$ cat config.mk
export PLATFORM = sky130hd
export DESIGN_NAME = code_search_ctrl_flat
export DESIGN_NICKNAME = d
export VERILOG_FILES = /design/src/rtl/code_search_ctrl_if.sv /design/src/rtl/code_search_ctrl.sv /design/src/flat_wrapper.sv
export SDC_FILE = /design/constraint.sdc
export NUM_CORES = 1
export LEC_CHECK = 0
export BUFFER_PORTS_ARGS = -buffer_cell sky130_fd_sc_hd__buf_2
export CAP_MARGIN = 10
export CORE_MARGIN = 2
export CORE_UTILIZATION = 30
export CTS_BUF_LIST = sky130_fd_sc_hd__clkbuf_4 sky130_fd_sc_hd__clkbuf_8 sky130_fd_sc_hd__clkbuf_16
export DETAILED_ROUTE_END_ITERATION = 8
export GPL_TIMING_DRIVEN = 0
export HOLD_SLACK_MARGIN = 0.02
export PLACE_DENSITY = 0.45
export SLEW_MARGIN = 20
export SYNTH_ARGS = -nofsm -noshare
export SYNTH_HDL_FRONTEND = slang
export SYNTH_SLANG_ARGS = --single-unit
export TNS_END_PERCENT = 1
$ cat constraint.sdc
create_clock -name clk -period 7.1 [get_ports clk]
set_clock_uncertainty 0.15 [all_clocks]
set_input_delay 1.065 -clock clk [delete_from_list [all_inputs] [get_ports clk]]
set_output_delay 1.065 -clock clk [all_outputs]
set_load 0.03 [all_outputs]
$ cat src/rtl/code_search_ctrl_if.sv
// Signal bundle between the host/code generator (master) and code_search_ctrl (slave).
// Widths track the controller's DWELL_W and ENERGY_W parameters.
interface code_search_ctrl_if #(
  parameter int DWELL_W  = 8,
  parameter int ENERGY_W = 32
);
  logic                         start;
  logic                         abort;
  logic [9:0]                   prn_key_in;
  logic [10:0]                  step;
  logic [11:0]                  num_bins;
  logic [DWELL_W-1:0]           dwell;
  logic                         dump_enable;
  logic                         energy_valid;
  logic [ENERGY_W-1:0]          energy;
  logic                         prn_key_enable;
  logic [9:0]                   prn_key;
  logic                         slew_enable;
  logic [10:0]                  code_slew;
  logic                         busy;
  logic                         done;
  logic [11:0]                  bin_index;
  logic [11:0]                  best_bin;
  logic [ENERGY_W+DWELL_W-1:0]  best_energy;

  modport master (
    output start, abort, prn_key_in, step, num_bins, dwell,
           dump_enable, energy_valid, energy,
    input  prn_key_enable, prn_key, slew_enable, code_slew,
           busy, done, bin_index, best_bin, best_energy
  );

  modport slave (
    input  start, abort, prn_key_in, step, num_bins, dwell,
           dump_enable, energy_valid, energy,
    output prn_key_enable, prn_key, slew_enable, code_slew,
           busy, done, bin_index, best_bin, best_energy
  );
endinterface

$ cat src/rtl/code_search_ctrl.sv
// Serial code-phase search sequencer: PRN load, settle, dwell integration, peak pick, slew per bin.
// Latency: load 1 cycle after start, done 2 cycles after the last energy; no backpressure, paced by dumps.
module code_search_ctrl #(
  parameter int DWELL_W  = 8,
  parameter int ENERGY_W = 32,
  parameter int SETTLE   = 2
) (
  input  logic               clk,
  input  logic               rstn,
  code_search_ctrl_if.slave  bus
);
  localparam int AW = ENERGY_W + DWELL_W;

  typedef enum logic [2:0] {
    S_IDLE, S_LOAD, S_SETTLE, S_DWELL, S_CMP, S_SLEW, S_DONE
  } state_t;

  state_t             state, state_nxt;
  logic [9:0]         key_q;
  logic [10:0]        step_q;
  logic [11:0]        nbins_q;
  logic [DWELL_W-1:0] dwell_q;
  logic [DWELL_W-1:0] dwell_cnt;
  logic [2:0]         settle_cnt;
  logic [AW-1:0]      acc;
  logic               slew_pend;
  logic [10:0]        slew_q;
  logic [11:0]        bin_q;
  logic [11:0]        best_bin_q;
  logic [AW-1:0]      best_q;

  logic start_ok, degenerate, settled, last_sample, last_bin, better;

  assign start_ok    = bus.start && !bus.abort;
  assign degenerate  = (bus.num_bins == 12'd0) || (bus.dwell == '0);
  assign settled     = settle_cnt == 3'(SETTLE - 1);
  assign last_sample = dwell_cnt == dwell_q - DWELL_W'(1);
  assign last_bin    = bin_q == nbins_q - 12'd1;
  // strict compare keeps the earlier bin on a tie
  assign better      = (bin_q == 12'd0) || (acc > best_q);

  always_ff @(posedge clk or negedge rstn) begin
    if (!rstn) state <= S_IDLE;
    else       state <= state_nxt;
  end

  always_comb begin
    state_nxt = state;
    if (state != S_IDLE && bus.abort) begin
      state_nxt = S_IDLE;
    end else begin
      case (state)
        S_IDLE:   if (start_ok) state_nxt = degenerate ? S_DONE : S_LOAD;
        S_LOAD:   state_nxt = S_SETTLE;
        S_SETTLE: if (bus.dump_enable && settled) state_nxt = S_DWELL;
        S_DWELL:  if (bus.energy_valid && last_sample) state_nxt = S_CMP;
        S_CMP:    state_nxt = last_bin ? S_DONE : S_SLEW;
        S_SLEW:   if (slew_pend) state_nxt = S_SETTLE;
        S_DONE:   state_nxt = S_IDLE;
        default:  state_nxt = S_IDLE;
      endcase
    end
  end

  always_ff @(posedge clk or negedge rstn) begin
    if (!rstn) begin
      key_q      <= '0;
      step_q     <= '0;
      nbins_q    <= '0;
      dwell_q    <= '0;
      dwell_cnt  <= '0;
      settle_cnt <= '0;
      acc        <= '0;
      slew_pend  <= 1'b0;
      slew_q     <= '0;
      bin_q      <= '0;
      best_bin_q <= '0;
      best_q     <= '0;
    end else begin
      case (state)
        S_IDLE: begin
          if (start_ok) begin
            key_q   <= bus.prn_key_in;
            step_q  <= bus.step;
            nbins_q <= bus.num_bins;
            dwell_q <= bus.dwell;
            if (degenerate) begin
              best_q     <= '0;
              best_bin_q <= '0;
            end
          end
        end
        S_LOAD: begin
          bin_q      <= '0;
          best_bin_q <= '0;
          best_q     <= '0;
          acc        <= '0;
          settle_cnt <= '0;
        end
        S_SETTLE: begin
          if (bus.dump_enable) begin
            if (settled) begin
              acc       <= '0;
              dwell_cnt <= '0;
            end else begin
              settle_cnt <= settle_cnt + 3'd1;
            end
          end
        end
        S_DWELL: begin
          if (bus.energy_valid) begin
            acc       <= acc + AW'(bus.energy);
            dwell_cnt <= dwell_cnt + DWELL_W'(1);
          end
        end
        S_CMP: begin
          slew_pend <= 1'b0;
          if (!bus.abort && better) begin
            best_q     <= acc;
            best_bin_q <= bin_q;
          end
        end
        S_SLEW: begin
          // slew is issued the cycle after the dump so it never coincides with one
          if (bus.abort) begin
            slew_pend <= 1'b0;
          end else if (slew_pend) begin
            slew_pend  <= 1'b0;
            bin_q      <= bin_q + 12'd1;
            settle_cnt <= '0;
          end else if (bus.dump_enable) begin
            slew_pend <= 1'b1;
            slew_q    <= step_q;
          end
        end
        default: ;
      endcase
    end
  end

  assign bus.prn_key_enable = state == S_LOAD;
  assign bus.prn_key        = key_q;
  assign bus.slew_enable    = slew_pend;
  assign bus.code_slew      = slew_q;
  assign bus.busy           = state inside {S_LOAD, S_SETTLE, S_DWELL, S_CMP, S_SLEW};
  assign bus.done           = state == S_DONE;
  assign bus.bin_index      = bin_q;
  assign bus.best_bin       = best_bin_q;
  assign bus.best_energy    = best_q;
endmodule

$ cat src/flat_wrapper.sv
// flat-port wrapper written by rule: the top's interface ports become plain ports
module code_search_ctrl_flat 
#(
  parameter int DWELL_W  = 8,
  parameter int ENERGY_W = 32,
  parameter int SETTLE   = 2
)
  (clk, rstn, bus_start, bus_abort, bus_prn_key_in, bus_step, bus_num_bins, bus_dwell, bus_dump_enable, bus_energy_valid, bus_energy, bus_prn_key_enable, bus_prn_key, bus_slew_enable, bus_code_slew, bus_busy, bus_done, bus_bin_index, bus_best_bin, bus_best_energy);
  code_search_ctrl_if #(.DWELL_W(DWELL_W), .ENERGY_W(ENERGY_W)) bus_i ();
  input  logic clk;
  input  logic rstn;
  input wire logic [$bits(bus_i.start)-1:0] bus_start;
  input wire logic [$bits(bus_i.abort)-1:0] bus_abort;
  input wire logic [$bits(bus_i.prn_key_in)-1:0] bus_prn_key_in;
  input wire logic [$bits(bus_i.step)-1:0] bus_step;
  input wire logic [$bits(bus_i.num_bins)-1:0] bus_num_bins;
  input wire logic [$bits(bus_i.dwell)-1:0] bus_dwell;
  input wire logic [$bits(bus_i.dump_enable)-1:0] bus_dump_enable;
  input wire logic [$bits(bus_i.energy_valid)-1:0] bus_energy_valid;
  input wire logic [$bits(bus_i.energy)-1:0] bus_energy;
  output wire logic [$bits(bus_i.prn_key_enable)-1:0] bus_prn_key_enable;
  output wire logic [$bits(bus_i.prn_key)-1:0] bus_prn_key;
  output wire logic [$bits(bus_i.slew_enable)-1:0] bus_slew_enable;
  output wire logic [$bits(bus_i.code_slew)-1:0] bus_code_slew;
  output wire logic [$bits(bus_i.busy)-1:0] bus_busy;
  output wire logic [$bits(bus_i.done)-1:0] bus_done;
  output wire logic [$bits(bus_i.bin_index)-1:0] bus_bin_index;
  output wire logic [$bits(bus_i.best_bin)-1:0] bus_best_bin;
  output wire logic [$bits(bus_i.best_energy)-1:0] bus_best_energy;
  assign bus_i.start = bus_start;
  assign bus_i.abort = bus_abort;
  assign bus_i.prn_key_in = bus_prn_key_in;
  assign bus_i.step = bus_step;
  assign bus_i.num_bins = bus_num_bins;
  assign bus_i.dwell = bus_dwell;
  assign bus_i.dump_enable = bus_dump_enable;
  assign bus_i.energy_valid = bus_energy_valid;
  assign bus_i.energy = bus_energy;
  assign bus_prn_key_enable = bus_i.prn_key_enable;
  assign bus_prn_key = bus_i.prn_key;
  assign bus_slew_enable = bus_i.slew_enable;
  assign bus_code_slew = bus_i.code_slew;
  assign bus_busy = bus_i.busy;
  assign bus_done = bus_i.done;
  assign bus_bin_index = bus_i.bin_index;
  assign bus_best_bin = bus_i.best_bin;
  assign bus_best_energy = bus_i.best_energy;
  code_search_ctrl #(.DWELL_W(DWELL_W), .ENERGY_W(ENERGY_W), .SETTLE(SETTLE)) u_core (.clk(clk), .rstn(rstn), .bus(bus_i));
endmodule
# After elaboration in Yosys (flattened, before gate mapping)
# Cells that the tools add are included.
# W data, S select, Z words.
# classes
n_lt_le_gt_ge	1
addsub	6
bitwise_logic	2
reduce_logical	28
eq_ne	22
muxes	36
# op_table
op	count
$mux W40	6
$pmux W40 S3	2
$mux W12	5
$add A40 B32 Y40	1
$gt A40 B40 Y1	1
$pmux W12 S3	1
$mux W3	10
$logic_not A12 Y1	2
$mux W8	3
$pmux W12 S2	1
$reduce_and A4 Y1	5
$pmux W3 S6	1
$pmux W8 S2	1
$add A12 B1 Y12 const B	1
$eq A12 B12 Y1	1
$ne A3 B1 Y1 const B	4
$reduce_bool A3 Y1	4
$sub A12 B1 Y12 const B	1
$ne A2 B1 Y1 const B	5
$eq A3 B3 Y1 const B	3
$pmux W3 S3	1
$add A8 B1 Y8 const B	1
$eq A8 B8 Y1	1
$logic_not A8 Y1	1
other kinds (18)	33
# totals
out_inout_bits	89
in_bits	79
reg_bits	171

# Logic depth before layout (Yosys ltp)
# Gate-level depths: netlist (run 1).
# logic_depth
depth_word	6
mapped_depth	12
mapped_depth_nobuf	10

# Worst setup path after synthesis (run 1)
# No wires, ideal clock.
# synth_timing
kind	in2reg
from	in bus_energy[0]
to	reg u_core.acc[24]
t_required_ns	6.818
slack_ns	3.533
setup_time_ns	0.132
cell_stages	10
t_arrival_ns	3.285
n_path_buf	0
cell_sequence	ha_1 fa_1 a21o_1 a221o_1 a22o_1 a22o_1 a211oi_1 o21ai_1 xnor2_1 o21ai_1
# synth_between
elab_chain_cells	3
# synth_rtl
item	line	text
from (decl)	flat_wrapper.sv:20	input wire logic [$bits(bus_i.energy)-1:0] bus_energy;
$add A40 B32 Y40	code_search_ctrl.sv:112	acc <= acc + AW'(bus.energy);
$mux W40	code_search_ctrl.sv:111	if (bus.energy_valid) begin
$pmux W40 S3	code_search_ctrl.sv:80	case (state)
to (signal assigned)	code_search_ctrl.sv:112	
to (decl)	code_search_ctrl.sv:25	logic [AW-1:0] acc;
# Every way passes these cells. The select of a mux whose other input is x is not followed.
# A chain may end at the register's enable or synchronous reset.

# Worst setup path in the final report (run 1)
# layout_timing
from	in bus_energy[0]
to	reg u_core.acc[36]
# Same word-level chain as after synthesis.

==> results.md, run 1 <==
* I/O pin count at around 170
* Core ar. at 34500 µm²
* Critical path endpoint category: flip-flop
* Register share of total power at 0.313
* DRT Wirelength at 29.4 mm
* Synthesized area at 10500 µm²
* Worst R2R End: u_core.bus.best_energy[4]
* Largest delay share family, worst path: compound AO/OA/AOI/OAI gates
* Layout area overhead at 19.0%
* Initial antenna violation count at 3
* Status: completed
* DIE HEIGHT at 191 µm
* Sw Share at 0.446
* Number of cells on the worst hold path at 1
* Max-cap violations at 0
* Cell Chain, Critical Path: buf_2, ha_1, fa_1, a21o_1, a221o_1, a22o_1, a22o_1, a32oi_1, o31a_1, o21ai_0, a21oi_1
* Fin nets at 1457
* Yosys warns at 0
* Fin crit share at 0.526
* Most common cell type on the critical path: a22o_1
* CTS max path bufs at 2
* Die width at 191 µm
* Post-synthesis async set-or-reset flop share at 1.00
* HP Class: reg -> reg
* Cells on worst reg2reg path at 11
* Final ANT Viol Nets at 0
* Final hold vios at 0
* CP required at 7310 ps
* IO buf count at 167
* GRT Overall Usage at 0.166
* Worst-Margin Slew at 924 ps
* Clock power share at 0.193
* Worst Path Max Fanout at 8
* GR Overflow Total at 0
* Hold worst-path end: u_core.bus.code_slew[4]
* P_leak at 6.22 nW
* N_diodes at 0
* TritonCTS clock tree: built
* # fillers at 3595
* Post-synthesis sequential area ratio at 0.408
* Cts bufs inserted at 17
* Final setup viols at 0
* Root Buffer: clkbuf_16
* Comb power frac at 0.494
* FP Rows at 68
* Routability Congestion at 0.809
* Internal Pwr Total at 0.00263 W
* # DRC at 0
* Yosys reg bits at 171
* Worst VDD drop at 0.000183 V
* Final period demand of the worst path at between 3000 and 4000 ps
* Post-CTS resize count at 0
* Post-synthesis average cell area at 9.44 µm²
* Cts hold-fix bufs at 0
* Syn Inst Count at between 1000 and 1500
* Max incr delay on CP at 420 ps
* RSZ-0062 raised after global routing: false
* Critical path's slowest cell: fa_1
* Worst r2r src: u_core.acc[1]
* Die area at 36500 µm²
* CTS sink count at about 170
* Final HPWL DP at 22.4 mm
* Max Fclk at 0.268 GHz
* CTS clock-pin slew for the worst setup and hold paths at 70 ps
* HP Start: u_core.bus.code_slew[4]
* Final setup TNS at 0 ps
* CP Data Arrival Time at 3940 ps
* Max_slew headroom at 0.380
* Most frequent cells in the layout: buf_2 (172), dfrtp_1 (171), nand2_1 (141)
* First-pass GRT wire length at 47.0 mm
* Starting DRT DRC Count at 314
* Post-synth EDFFs at 0
* Post-synth cell types at 70
* CP bufs+invs at 1
* Worst Setup Path Type: in -> reg
* Commonest non-fill, non-tap cell in the layout: buf_2
* Sw Pwr at 0.00212 W
* Ys flop type: dfrtp_1
* Pwr Density at about 380 nW/µm²
* Share of cells above drive strength 1 at 0.202
* Max-slew violations at 0
* Vias per inst at 4.83
* Initial Util at 0.304
* Post-CTS setup buffer count at 0
* DR vias at roughly 8500
* Drt wl/cell at between 15 and 20 µm
* DRT Pass-1 Iters at 4
* Flop-to-flop setup slack at between 3000 and 4000 ps
* Startpoint types: input port
* Clock Latency Late Sink at roughly 440 ps
* Tot Pwr at 0.00475 W
* Net count after synthesis at 1270
* H-tree depth at 4
* Vias in the first global route at ~8500
* Largest net degree at the start of global routing at 92
-- metal layers --
layer	routed length [µm]	GRT usage	up-vias
met5	32	0	-
met1	14100	0.222	4110
met4	213	0.0319	6
met2	13800	0.276	128
li1	-	-	4262
met3	1180	0.0352	18
-- power groups by stage --
stage	Combinational, W	Clock, W	Sequential (W)
floorplan	0.00162	0	0.00154
CTS	0.00238	0.000946	0.00149
finish	0.00235	0.000917	0.00149
global route	0.00264	0.000986	0.00153
global placement	0.00236	0	0.00150
detailed placement	0.00236	0	0.00151
-- sequential cells by signal, summed over array words and instances, names as in the netlist, 8 cells and up --
| signal | cells |
|---|---|
| u_core.bus.prn_key | 10 |
| u_core.dwell_q | 8 |
| u_core.bus.code_slew | 11 |
| u_core.bus.bin_index | 12 |
| u_core.acc | 40 |
| u_core.step_q | 11 |
| u_core.dwell_cnt | 8 |
| u_core.nbins_q | 12 |
| u_core.bus.best_bin | 12 |
| u_core.bus.best_energy | 40 |
-- worst register-to-register path, stage by stage (launching register included) --
cell and delay (ps):
dfrtp_1 450, ha_1 310, nor2b_1 130, o21a_1 160
o21ai_1 110, a21oi_1 80, o31ai_1 520, o211ai_1 350
a21oi_1 200, clkbuf_1 470, buf_2 440, mux2i_1 240
-- synthesized netlist by cell type (7+ instances only) --
library cell    n  area [µm²]
nand2_1       141         529
a22o_1          7        61.3
inv_1         112         420
mux2_2         46         518
a21oi_1        61         305
nor4_1         12        75.1
xor2_1         25         219
clkbuf_1       26        97.6
ha_1           79         988
or3_1          10        62.6
nand2b_1        9        56.3
o21ai_1        28         140
o21ai_0        42         210
nor2_1         50         188
dfrtp_1       171        4280
mux2i_1        60         601
xnor2_1        31         272
a21o_1         33         248
nand4_1        26         163
o31ai_1         8        60.1
nor3_1         15        75.1
nand3_1        13        65.1
and3_1          9        56.3
-- worst max-delay path by stage --
stage / from / endpoint / slack, ps / depth (start not counted)
6_report: bus_energy[0] / u_core.acc[36] / 3370 / 11
4_1_cts: u_core.acc[14] / u_core.bus.best_energy[4] / 3280 / 10
5_1_grt: u_core.acc[14] / u_core.bus.best_energy[4] / 3070 / 10
2_1_floorplan: bus_energy[0] / u_core.acc[24] / 3530 / 10
3_5_place_dp: bus_energy[0] / u_core.acc[32] / 2920 / 11
3_3_place_gp: rstn / u_core.bus.best_bin[6] / 1620 / 1
-- through the flow --
stage	utilization	hold slack [ps]	cell area, µm²	worst slack (ps)	instances
after floorplan	-	327	10500	3530	1111
after global placement	0.345	334	11900	1620	1733
after detailed placement	0.346	339	11900	2920	1734
after CTS	0.362	355	12500	3280	1766
after global routing	0.362	367	12500	3070	1766
final	0.362	352	12500	3370	1766
-- area by class of cell --
cell class	instances	area [µm²]	share of cell area
inverters	112	420	0.0337
flip-flops and latches	171	4280	0.343
plain buffers	35	150	0.0120
well taps	455	569	0.0456
clock inverters	14	110	0.00882
multi-input cells	793	5650	0.452
repair buffers	168	873	0.0699
clock buffers	18	439	0.0352
-- cell families (layout without fill, tap and decap cells) --
| logic type | Yosys count | after routing | share of synthesized area |
|---|---|---|---|
| and+or+nand+nor | 319 | 319 | 0.147 |
| AOI/OAI and AO/OA | 231 | 231 | 0.138 |
| DFF | 171 | 171 | 0.408 |
| buffers and inverters | 147 | 347 | 0.0544 |
| muxes | 106 | 106 | 0.107 |
| adders and majority gates | 80 | 80 | 0.0961 |
| xor gates and xnor gates | 57 | 57 | 0.0494 |
Note: power is estimated with default switching activity, not from simulation.
==> inputs of run 2 (changes only) <==
--- a/config.mk
+++ b/config.mk
@@ -13,7 +13,7 @@
 export DETAILED_ROUTE_END_ITERATION = 8
 export GPL_TIMING_DRIVEN = 0
 export HOLD_SLACK_MARGIN = 0.02
-export PLACE_DENSITY = 0.45
+export PLACE_DENSITY = 0.46
 export SLEW_MARGIN = 20
 export SYNTH_ARGS = -nofsm -noshare
 export SYNTH_HDL_FRONTEND = slang
==> constraint.sdc (replaced) <==
create_clock -name clk -period 3 [get_ports clk]
set_clock_uncertainty 0.15 [all_clocks]
set_input_delay 0.45 -clock clk [delete_from_list [all_inputs] [get_ports clk]]
set_output_delay 0.45 -clock clk [all_outputs]
set_load 0.03 [all_outputs]
==> results.md, run 2 (synthesis gave the netlist of run 1 again) <==
* Die area at 36500 µm² (unchanged)
* Root Buffer: clkbuf_16
* HP Start: bus_dwell[6]
* Core ar. at 34500 µm² (unchanged)
* Max-slew violations at 0 (unchanged)
* CTS max path bufs at 2 (unchanged)
* Dpl cells at 1735 (+0.058%)
* CP Data Arrival Time at 3240 ps (-700 ps)
* Worst Path Max Fanout at 8 (unchanged)
* Routability Congestion at 0.810 (about the same)
* CP required at 3160 ps (-4150 ps)
* Worst Setup Path Type: reg -> reg
* Pre-CTS setup slack at -739 ps (-3660 ps)
* Fin crit share at 1.02
* Crit path from: u_core.acc[0]
* I/O pin count at 168 (unchanged)
* Layout area overhead at 24.7%
* Drt wl/cell at 16.7 µm (+0.57%)
* Smallest hold slack at 84.9 ps (-267 ps)
* Tot Pwr at 0.0120 W (+150%)
* Initial antenna violation count at 3 (unchanged)
* N_diodes at 0 (unchanged)
* Status: finished with violations
* Initial Util at 0.304 (unchanged)
* # fillers at 3566 (-0.81%)
* Cells on worst reg2reg path at 11 (unchanged)
* DR vias at 8601 (+0.90%)
* Die width at 191 µm (unchanged)
* Startpoint types: flip-flop
* Fin nets at 1475 (+1.2%)
* CTS clock-pin slew for the worst setup and hold paths at 70 ps (about the same)
* Final HPWL DP at 22.4 mm (about the same)
* Failing checks: negative setup slack
* First-pass GRT wire length at 46.1 mm (-1.9%)
* FP Rows at 68 (unchanged)
* RSZ-0062 raised after global routing: true
* Worst-Margin Slew at 891 ps (-33.4 ps)
* CTS sink count at 171 (unchanged)
* Share of cells above drive strength 1 at 0.235 (+0.0328)
* GRT Overall Usage at 0.164 (-0.00218)
* Max_slew headroom at 0.402 (+0.0224)
* Worst r2r src: u_core.acc[0]
* Largest net degree at the start of global routing at 67 (-27%)
* Final ANT Viol Nets at 0 (unchanged)
* Number of cells on the worst hold path at 3 (+2)
* HP Class: in -> reg
* Starting DRT DRC Count at 304 (-3.2%)
* Cts bufs inserted at 17 (unchanged)
* Worst VDD drop at 0.000458 V (+150%)
* Max-cap violations at 0 (unchanged)
* Final setup viols at 8 (+8)
* Setup ws final at -72.1 ps (-3440 ps)
* Critical path endpoint category: flip-flop
* GR Overflow Total at 0 (unchanged)
* Vias per inst at 4.82 (about the same)
* Final Non-Filler Cells at 1783 (+0.96%)
* IO buf count at 167 (unchanged)
* Final setup TNS at -372 ps (-372 ps)
* Clock Latency Late Sink at 440 ps (about the same)
* Pwr Density at 915 nW/µm² (+140%)
* Vias in the first global route at 8309 (-2.5%)
* Max Fclk at 0.326 GHz
* DRT Pass-1 Iters at 6 (+2)
* Final hold vios at 0 (unchanged)
* P_leak at 6.49 nW (+4.2%)
* TritonCTS clock tree: built
* Final period demand of the worst path at 3070 ps
* Most frequent cells in the layout: dfrtp_1 (170), buf_2 (167), nand2_1 (141)
* DIE HEIGHT at 191 µm (unchanged)
* DRT Wirelength at 29.8 mm (+1.5%)
* # DRC at 0 (unchanged)
* Commonest non-fill, non-tap cell in the layout: dfrtp_1
* H-tree depth at 4 (unchanged)
-- run 2: report_power, final --
part | internal [W] | leakage [nW] | total [W] | switching (W)
Combinational | 0.00245 | 3.88 | 0.00593 | 0.00348
Clock | 0.00152 | 0.317 | 0.00252 | 0.00100
Sequential | 0.00290 | 2.29 | 0.00352 | 0.000622
-- run 2: worst paths after layout --
check                                               end  slack (ps)
worst max-delay path                     u_core.acc[38]         -70
min in group asynchronous         u_core.bus.prn_key[7]         340
worst min register to register  u_core.bus.code_slew[1]         350
max in group asynchronous        u_core.bus.best_bin[5]        1660
worst min-delay path                  u_core.dwell_q[6]          80
worst max register to register           u_core.acc[38]         -70
-- run 2: critical path, stage by stage (launching register included) --
cell	delay, ps
dfrtp_1	420
ha_4	190
fa_2	390
a21o_1	210
a221o_1	330
a22o_1	260
a22o_1	270
a32oi_2	240
o31a_1	180
buf_6	130
or3_1	110
a21oi_1	60
-- run 2: layout make-up --
type	count	area, µm²	area share
flip-flops and latches	171	4280	0.327
inverters	112	420	0.0321
multi-input cells	793	5810	0.444
clock inverters	11	194	0.0148
clock buffers	20	454	0.0347
plain buffers	35	246	0.0188
well taps	455	569	0.0435
repair buffers	186	1110	0.0847
-- run 2: per-layer routing --
metal	wire (µm)	track usage	vias to the layer above	part of all wire
met2	13800	0.265	147	0.46
met3	1200	0.0338	26	0.040
li1	-	-	4305	-
met5	38	0	-	0.0013
met1	14400	0.223	4117	0.48
met4	303	0.0367	6	0.010
-- run 2: repair_timing --
item	CTS	global route
endpoints found under the setup margin	98	94
setup buffers	2	9
hold buffers	1	0
hold endpoints to repair	40	0
pin swaps	6	19
resized for setup	34	37
gates cloned	0	5
-- run 2: metrics by stage --
step | util | area, µm²
after CTS | 0.370 | 12800
after detailed placement | 0.347 | 12000
after global placement | 0.345 | 11900
after floorplan | - | 10500
after global routing | 0.380 | 13100
final | 0.380 | 13100
